[config.mk]
export PLATFORM = sky130hd
export DESIGN_NAME = chan_mux_pipe_flat
export DESIGN_NICKNAME = d
export VERILOG_FILES = /design/src/rtl/chan_mux_pipe_if.sv /design/src/rtl/chan_mux_pipe.sv /design/src/flat_wrapper.sv
export SDC_FILE = /design/constraint.sdc
export NUM_CORES = 1
export LEC_CHECK = 0
export ABC_AREA = 1
export BUFFER_PORTS_ARGS = -buffer_cell sky130_fd_sc_hd__buf_2
export CORE_AREA = 2 2 46 48
export CTS_BUF_LIST = sky130_fd_sc_hd__clkbuf_4 sky130_fd_sc_hd__clkbuf_8
export DETAILED_ROUTE_END_ITERATION = 6
export DIE_AREA = 0 0 48 50
export HOLD_SLACK_MARGIN = 0.08
export PLACE_DENSITY = 0.8
export SETUP_SLACK_MARGIN = 0.1
export SLEW_MARGIN = 40
export SYNTH_ARGS = -nofsm -noshare
export SYNTH_HDL_FRONTEND = slang
export SYNTH_SLANG_ARGS = --single-unit
[constraint.sdc]
create_clock -name clk -period 1.6 [get_ports clk]
set_input_delay 0.48 -clock clk [delete_from_list [all_inputs] [get_ports clk]]
set_output_delay 0.48 -clock clk [all_outputs]
set_load 0.02 [all_outputs]
[src/rtl/chan_mux_pipe_if.sv]
// Handshake bundle for chan_mux_pipe: N input channels, explicit select/mode
// controls, and one registered output channel with its source index.
interface chan_mux_pipe_if #(
  parameter int WIDTH  = 8,
  parameter int NUM_CH = 4,
  parameter int SEL_W  = 2
);
  logic [NUM_CH*WIDTH-1:0] in_data;
  logic [NUM_CH-1:0]       in_valid;
  logic [NUM_CH-1:0]       in_ready;
  logic [SEL_W-1:0]        sel;
  logic                    mode;
  logic [WIDTH-1:0]        out_data;
  logic                    out_valid;
  logic                    out_ready;
  logic [SEL_W-1:0]        out_ch;

  modport master (
    output in_data, in_valid, sel, mode, out_ready,
    input  in_ready, out_data, out_valid, out_ch
  );

  modport slave (
    input  in_data, in_valid, sel, mode, out_ready,
    output in_ready, out_data, out_valid, out_ch
  );
endinterface

[src/rtl/chan_mux_pipe.sv]
// Registered N-channel valid/ready word multiplexer, single-cycle latency.
// Define MUX_RR_EN to compile in the round-robin arbiter selected by mode=1.
module chan_mux_pipe #(
  parameter int WIDTH  = 8,
  parameter int NUM_CH = 4,
  parameter int SEL_W  = 2
) (
  input  logic           clk,
  input  logic           rst,
  chan_mux_pipe_if.slave bus
);
  localparam logic [SEL_W:0]   NCH_L     = (SEL_W+1)'(NUM_CH);
  localparam logic [SEL_W-1:0] LAST_CH_L = SEL_W'(NUM_CH-1);

  logic              accept_s;
  logic              rr_mode_s;
  logic              rr_vld_s;
  logic [SEL_W-1:0]  rr_ch_s;
  logic              grant_vld_s;
  logic [SEL_W-1:0]  grant_ch_s;
  logic [NUM_CH-1:0] in_ready_s;
  logic [WIDTH-1:0]  grant_data_s;
  logic              xfer_s;
  logic [WIDTH-1:0]  out_data_r;
  logic [SEL_W-1:0]  out_ch_r;
  logic              out_valid_r;

  assign accept_s = !out_valid_r || bus.out_ready;

`ifdef MUX_RR_EN
  logic [SEL_W-1:0] ptr_r;
  logic [SEL_W:0]   idx_s;

  assign rr_mode_s = bus.mode;

  // Round-robin search from ptr; scanning downward lets the nearest valid channel win.
  always_comb begin
    rr_vld_s = 1'b0;
    rr_ch_s  = '0;
    idx_s    = '0;
    for (int i = NUM_CH - 1; i >= 0; i--) begin
      idx_s = {1'b0, ptr_r} + (SEL_W+1)'(i);
      if (idx_s >= NCH_L) begin
        idx_s = idx_s - NCH_L;
      end else begin
        idx_s = idx_s;
      end
      if (bus.in_valid[idx_s[SEL_W-1:0]]) begin
        rr_vld_s = 1'b1;
        rr_ch_s  = idx_s[SEL_W-1:0];
      end else begin
        rr_vld_s = rr_vld_s;
      end
    end
  end

  // Pointer moves just past the channel that won a round-robin transfer.
  always_ff @(posedge clk) begin
    if (rst) begin
      ptr_r <= '0;
    end else if (xfer_s && rr_mode_s) begin
      ptr_r <= (grant_ch_s == LAST_CH_L) ? '0 : grant_ch_s + SEL_W'(1);
    end else begin
      ptr_r <= ptr_r;
    end
  end
`else
  logic unused_mode_s;

  assign unused_mode_s = bus.mode;
  assign rr_mode_s     = 1'b0;
  assign rr_vld_s      = 1'b0;
  assign rr_ch_s       = '0;
`endif

  // Pick the granted channel; an out-of-range explicit select grants nobody.
  always_comb begin
    grant_vld_s = 1'b0;
    grant_ch_s  = '0;
    if (rr_mode_s) begin
      grant_vld_s = rr_vld_s;
      grant_ch_s  = rr_ch_s;
    end else begin
      grant_vld_s = ({1'b0, bus.sel} < NCH_L);
      grant_ch_s  = bus.sel;
    end
  end

  // One-hot ready toward the granted channel and its data word.
  always_comb begin
    in_ready_s   = '0;
    grant_data_s = '0;
    for (int k = 0; k < NUM_CH; k++) begin
      if (grant_ch_s == SEL_W'(k)) begin
        in_ready_s[k] = grant_vld_s && accept_s;
        grant_data_s  = bus.in_data[k*WIDTH +: WIDTH];
      end else begin
        in_ready_s[k] = 1'b0;
      end
    end
  end

  assign xfer_s = |(in_ready_s & bus.in_valid);

  // Output register: load on transfer, drop valid when consumed, otherwise hold.
  always_ff @(posedge clk) begin
    if (rst) begin
      out_valid_r <= 1'b0;
      out_data_r  <= '0;
      out_ch_r    <= '0;
    end else if (xfer_s) begin
      out_valid_r <= 1'b1;
      out_data_r  <= grant_data_s;
      out_ch_r    <= grant_ch_s;
    end else if (bus.out_ready) begin
      out_valid_r <= 1'b0;
      out_data_r  <= out_data_r;
      out_ch_r    <= out_ch_r;
    end else begin
      out_valid_r <= out_valid_r;
      out_data_r  <= out_data_r;
      out_ch_r    <= out_ch_r;
    end
  end

  assign bus.in_ready  = in_ready_s;
  assign bus.out_data  = out_data_r;
  assign bus.out_valid = out_valid_r;
  assign bus.out_ch    = out_ch_r;
endmodule
[src/flat_wrapper.sv]
// flat-port wrapper written by rule: the top's interface ports become plain ports
module chan_mux_pipe_flat 
#(
  parameter int WIDTH  = 8,
  parameter int NUM_CH = 4,
  parameter int SEL_W  = 2
)
  (clk, rst, bus_in_data, bus_in_valid, bus_sel, bus_mode, bus_out_ready, bus_in_ready, bus_out_data, bus_out_valid, bus_out_ch);
  chan_mux_pipe_if #(.WIDTH(WIDTH), .NUM_CH(NUM_CH), .SEL_W(SEL_W)) bus_i ();
  input  logic clk;
  input  logic rst;
  input wire logic [$bits(bus_i.in_data)-1:0] bus_in_data;
  input wire logic [$bits(bus_i.in_valid)-1:0] bus_in_valid;
  input wire logic [$bits(bus_i.sel)-1:0] bus_sel;
  input wire logic [$bits(bus_i.mode)-1:0] bus_mode;
  input wire logic [$bits(bus_i.out_ready)-1:0] bus_out_ready;
  output wire logic [$bits(bus_i.in_ready)-1:0] bus_in_ready;
  output wire logic [$bits(bus_i.out_data)-1:0] bus_out_data;
  output wire logic [$bits(bus_i.out_valid)-1:0] bus_out_valid;
  output wire logic [$bits(bus_i.out_ch)-1:0] bus_out_ch;
  assign bus_i.in_data = bus_in_data;
  assign bus_i.in_valid = bus_in_valid;
  assign bus_i.sel = bus_sel;
  assign bus_i.mode = bus_mode;
  assign bus_i.out_ready = bus_out_ready;
  assign bus_in_ready = bus_i.in_ready;
  assign bus_out_data = bus_i.out_data;
  assign bus_out_valid = bus_i.out_valid;
  assign bus_out_ch = bus_i.out_ch;
  chan_mux_pipe #(.WIDTH(WIDTH), .NUM_CH(NUM_CH), .SEL_W(SEL_W)) u_core (.clk(clk), .rst(rst), .bus(bus_i));
endmodule
After elaboration in Yosys (flattened, before gate mapping)
Cells that the tools add are included.

word-level totals
  register bits = 11
  latch bits = 0
  memory bits (writable) = 0
  ROM bits = 0
  input port bits = 42
  output and inout bits = 15
  word-level logic and storage cells = 22
  memories = 0

cells by class
  add/subtract/negate cells = 0
  $mul = 0
  divide/modulo/power cells = 0
  order comparisons = 0
  equal/unequal tests = 3
  shifts and indexed selects = 0
  mux-type cells = 10
  bitwise gates (word level) = 1
  reductions and logical operators = 5

operator list
  operator                                              number
  two-way mux 8 bit                                     4
  two-way mux 1 bit                                     6
  bitwise AND 4 bit                                     1
  equality test 2 bit (second input constant)           2
  OR reduction 4 bit                                    1
  equality test 2 x 1 -> 1 bit (second input constant)  1
  zero test 2 bit                                       1
  nonzero test 2 bit                                    1
  zero test 1 bit                                       1
  logical OR 1 bit                                      1

Longest topological paths before layout
  depth in word-level cells = 6
  depth in mapped cells = 10
  gate-level depth less buffers = 8

Least setup slack after synthesis
OpenSTA, ideal clock, no wires.

  path type = input-to-output
  start = in bus_out_ready
  end = out bus_in_ready[0]
  arrival time = 1.212 ns
  slack = -0.092 ns
  stages = 4
  path buffers = 0
  cell sequence = inv_1 nand2_1 inv_1 nor3_1

on the way
  word-level cells in the longest chain between the ends = 2

RTL lines
  element             line                 RTL
  start: declaration  flat_wrapper.sv:16   input wire logic [$bits(bus_i.out_ready)-1:0] bus_out_ready;
  logical OR 1 bit    chan_mux_pipe.sv:28  assign accept_s = !out_valid_r || bus.out_ready;
  two-way mux 1 bit   chan_mux_pipe.sv:94  if (grant_ch_s == SEL_W'(k)) begin
  end: declaration    flat_wrapper.sv:17   output wire logic [$bits(bus_i.in_ready)-1:0] bus_in_ready;

Every way passes these cells.

Final worst setup path
Ends and elaborated chain as after synthesis.

==> results.yml <==
outcome:
  outcome: "completed"
detailed_routing:
  avgViaCountPerCell: 4.62
  detail-route-antenna-nets: 0
  drc_errors: 0
  dr_total_vias: 993
  drt-pass1-iter-count: 4
  first_iter_violations: 10
  drt-wirelength-per-cell_um: 10.8
  wl_mm: 2.33
cts:
  clk_pin_slew_ps: 70
  cts.sinks: 11
  htree_levels: 1
  clk_path_buf_depth: 2
  clk_latency_ps: 270
  cts-root-buf: "clkbuf_4"
  tritoncts: "built"
  cts_buffers: 3
sta:
  timing.final.crit_share_pct: 94.7
  maxSlewHeadroom_pct: 82.4
  period_minus_slack_ps: 1520
  drv_slew: 0
  fin_ws_ps: 84.6
  skew_ps: 0.141
  tightest_slew_ps: 262
  finalSetupViolations: 0
  finalSetupTns_ps: 0
  hold_viol_final: 0
  grt_setup_unrepaired: "true"
  max_freq_ghz: 0.660
power_and_ir_drop:
  p_per_area_nw_per_um2: 730
  power_frac_comb_pct: 38.4
  leakagePower_nw: 0.670
  switchingPower_uw: 304
  p_seq_share_pct: 37.1
  switching_share_pct: 35.1
  clockPowerShare_pct: 24.5
  vdd_drop_max_uv: 554
  power.internal_uw: 561
die:
  die-area_um2: 2400
  start_util_pct: 39.7
  dieHeight_um: 50
  die_x_um: 48
  core.rowCount: 16
  io_pins: 57
  fp.coreArea_um2: 1900
placement:
  finalWeightedCongestion: 0.706
  portBuffers: 55
  dp_hpwl_mm: 1.73
  dpl_cell_area_um2: 1090
  place_ws_ps: -17.5
layout:
  synthToLayoutAreaGrowth_pct: 56.9
  layout_common_cells: "53 x nand2_1, 49 x buf_2, 18 x nor2_1"
  diodes: 0
  fillCellCount: 183
  final_nets: 231
  final_util_pct: 62.2
  drive_above_1_share_pct: 44.1
  design_area_um2: 1180
  layout_commonest_cell: "nand2_1"
setup_path:
  crit_path_end: "bus_in_ready[0]"
  crit_path_start: "bus_out_ready"
  worstPathRequired_ps: 1120
  cpMaxStageDelayCell: "buf_4"
  crit_chain: "buf_2 -> inv_2 -> nand2_4 -> inv_4 -> nor3_2 -> buf_4"
  path_depth: 6
  slowest_delay_ps: 170
  regToRegSetupSlack_ps: 240
  cp-start-kind: "input pin"
  r2r_end: "u_core.bus.out_data[3]$_SDFFE_PP0P_"
  cp_top_family: "buffers and inverters"
  end_kind: "output pin"
  arrival_ps: 1040
  worstSetupPathType: "in -> out"
  crit_fanout: 4
  path_buf_inv: 4
  timing.rr.start: "u_core.bus.out_valid$_SDFFE_PP0P_"
  reg2reg_depth: 10
global_route:
  busiest_layer: "met2"
  grt_max_degree: 21
  grt_remaining_overflow: 0
  grt_pass1_wl_mm: 3.75
  grt_use_total_pct: 22.0
  grt_use_met2_pct: 40.9
  grt_util_met1_pct: 22.4
  grt_pass1_vias: 927
  met3_usage_pct: 7.33
  antenna_found_initial: 0
yosys:
  yosysTopAreaCell: "dfxtp_1"
  synth_fp_nets: 168
  synth-seq-area-share_pct: 29.2
  synth_area_per_cell_um2: 5.99
  yosys_warnings: 0
  synth_cell_types: 16
  ys_ff_latch: 11
  syn_area_um2: 754
  netlist.area_leader.share_pct: 29.2
  syn_inst: 126
  synthTopCellsByArea: "dfxtp_1 29%, nand2_1 27%, nor2_1 9.5%, nand4_1 6.6%, inv_1 6.0%"
worst_hold_path:
  min_path_type: "in -> reg"
  holdPathStages: 2
run:
  cap_violations: 0
worst reg2reg max path, cell delays in order, from the launching register on:
cell	delay [ps]
dfxtp_2	350
nand2_4	60
buf_4	140
buf_4	140
nand3_2	70
nand2_1	80
nor2_4	110
buf_12	150
nand2_1	60
nand2_1	60
nor2_1	40
power groups by stage:
stage,combinational [mW],sequential [mW],clock [mW]
after global routing,0.368,0.325,0.225
after CTS,0.325,0.319,0.216
after detailed placement,0.313,0.325,0
final,0.332,0.321,0.212
after global placement,0.305,0.324,0
after floorplan,0.155,0.363,0
Yosys cell counts:
library cell	instances
nand2_1	54
nor2_1	19
inv_1	12
dfxtp_1	11
nand4_1	8
buf_6	3
inv_2	3
nand3_1	3
nor3_1	3
a21oi_1	2
nand3_2	2
nor2_4	2
buf_4	1
clkinv_1	1
nor2_2	1
nor2_8	1
worst min path at each step:
stage	endpoint	from
floorplan	u_core.bus.out_ch[1]$_SDFFE_PP0P_	u_core.bus.out_ch[1]$_SDFFE_PP0P_
global placement	u_core.bus.out_ch[1]$_SDFFE_PP0P_	u_core.bus.out_ch[1]$_SDFFE_PP0P_
detailed placement	u_core.bus.out_ch[1]$_SDFFE_PP0P_	u_core.bus.out_ch[1]$_SDFFE_PP0P_
CTS	u_core.bus.out_valid$_SDFFE_PP0P_	rst
global route	u_core.bus.out_valid$_SDFFE_PP0P_	rst
finish	u_core.bus.out_valid$_SDFFE_PP0P_	rst
per-layer routing:
layer  wire (um)  part of all wire [%]
met1         916                    39
met2        1200                    51
met3         195                   8.4
met4          19                  0.82
met5           0                     0
stage by stage:
step | instances | total power [mW] | hold WS, ps
6_report | 215 | 0.864 | 365
5_1_grt | 215 | 0.918 | 374
4_1_cts | 215 | 0.860 | 366
3_5_place_dp | 210 | 0.638 | 450
3_3_place_gp | 210 | 0.628 | 434
2_1_floorplan | 126 | 0.518 | 522
cell type report:
type,count,area [um2],area share (%)
multi-input combinational,95,469,39.6
timing repair buffer,62,367,31.0
sequential,11,221,18.7
inverter,16,62.6,5.29
tap,27,33.8,2.85
clock buffer,4,30.0,2.54
cells by family after synthesis:
logic type,count (synthesis),synth area share [%]
simple gates,93,56.1
buf+inv,20,13.4
flops,11,29.2
compound gates,2,1.33
sequential cells by signal, indices dropped and copies added (netlist names):
register	count
u_core.bus.out_valid	1
u_core.bus.out_data	8
u_core.bus.out_ch	2
repair_timing:
item	CTS	global route
gates resized for setup	10	8
buffers inserted	1	0
endpoints found under the setup margin	4	13
hold buffers	0	0
pin swaps	1	0
gates cloned	0	0
hold endpoints to repair	0	0
No activity file was read; power rests on OpenSTA's default activity.
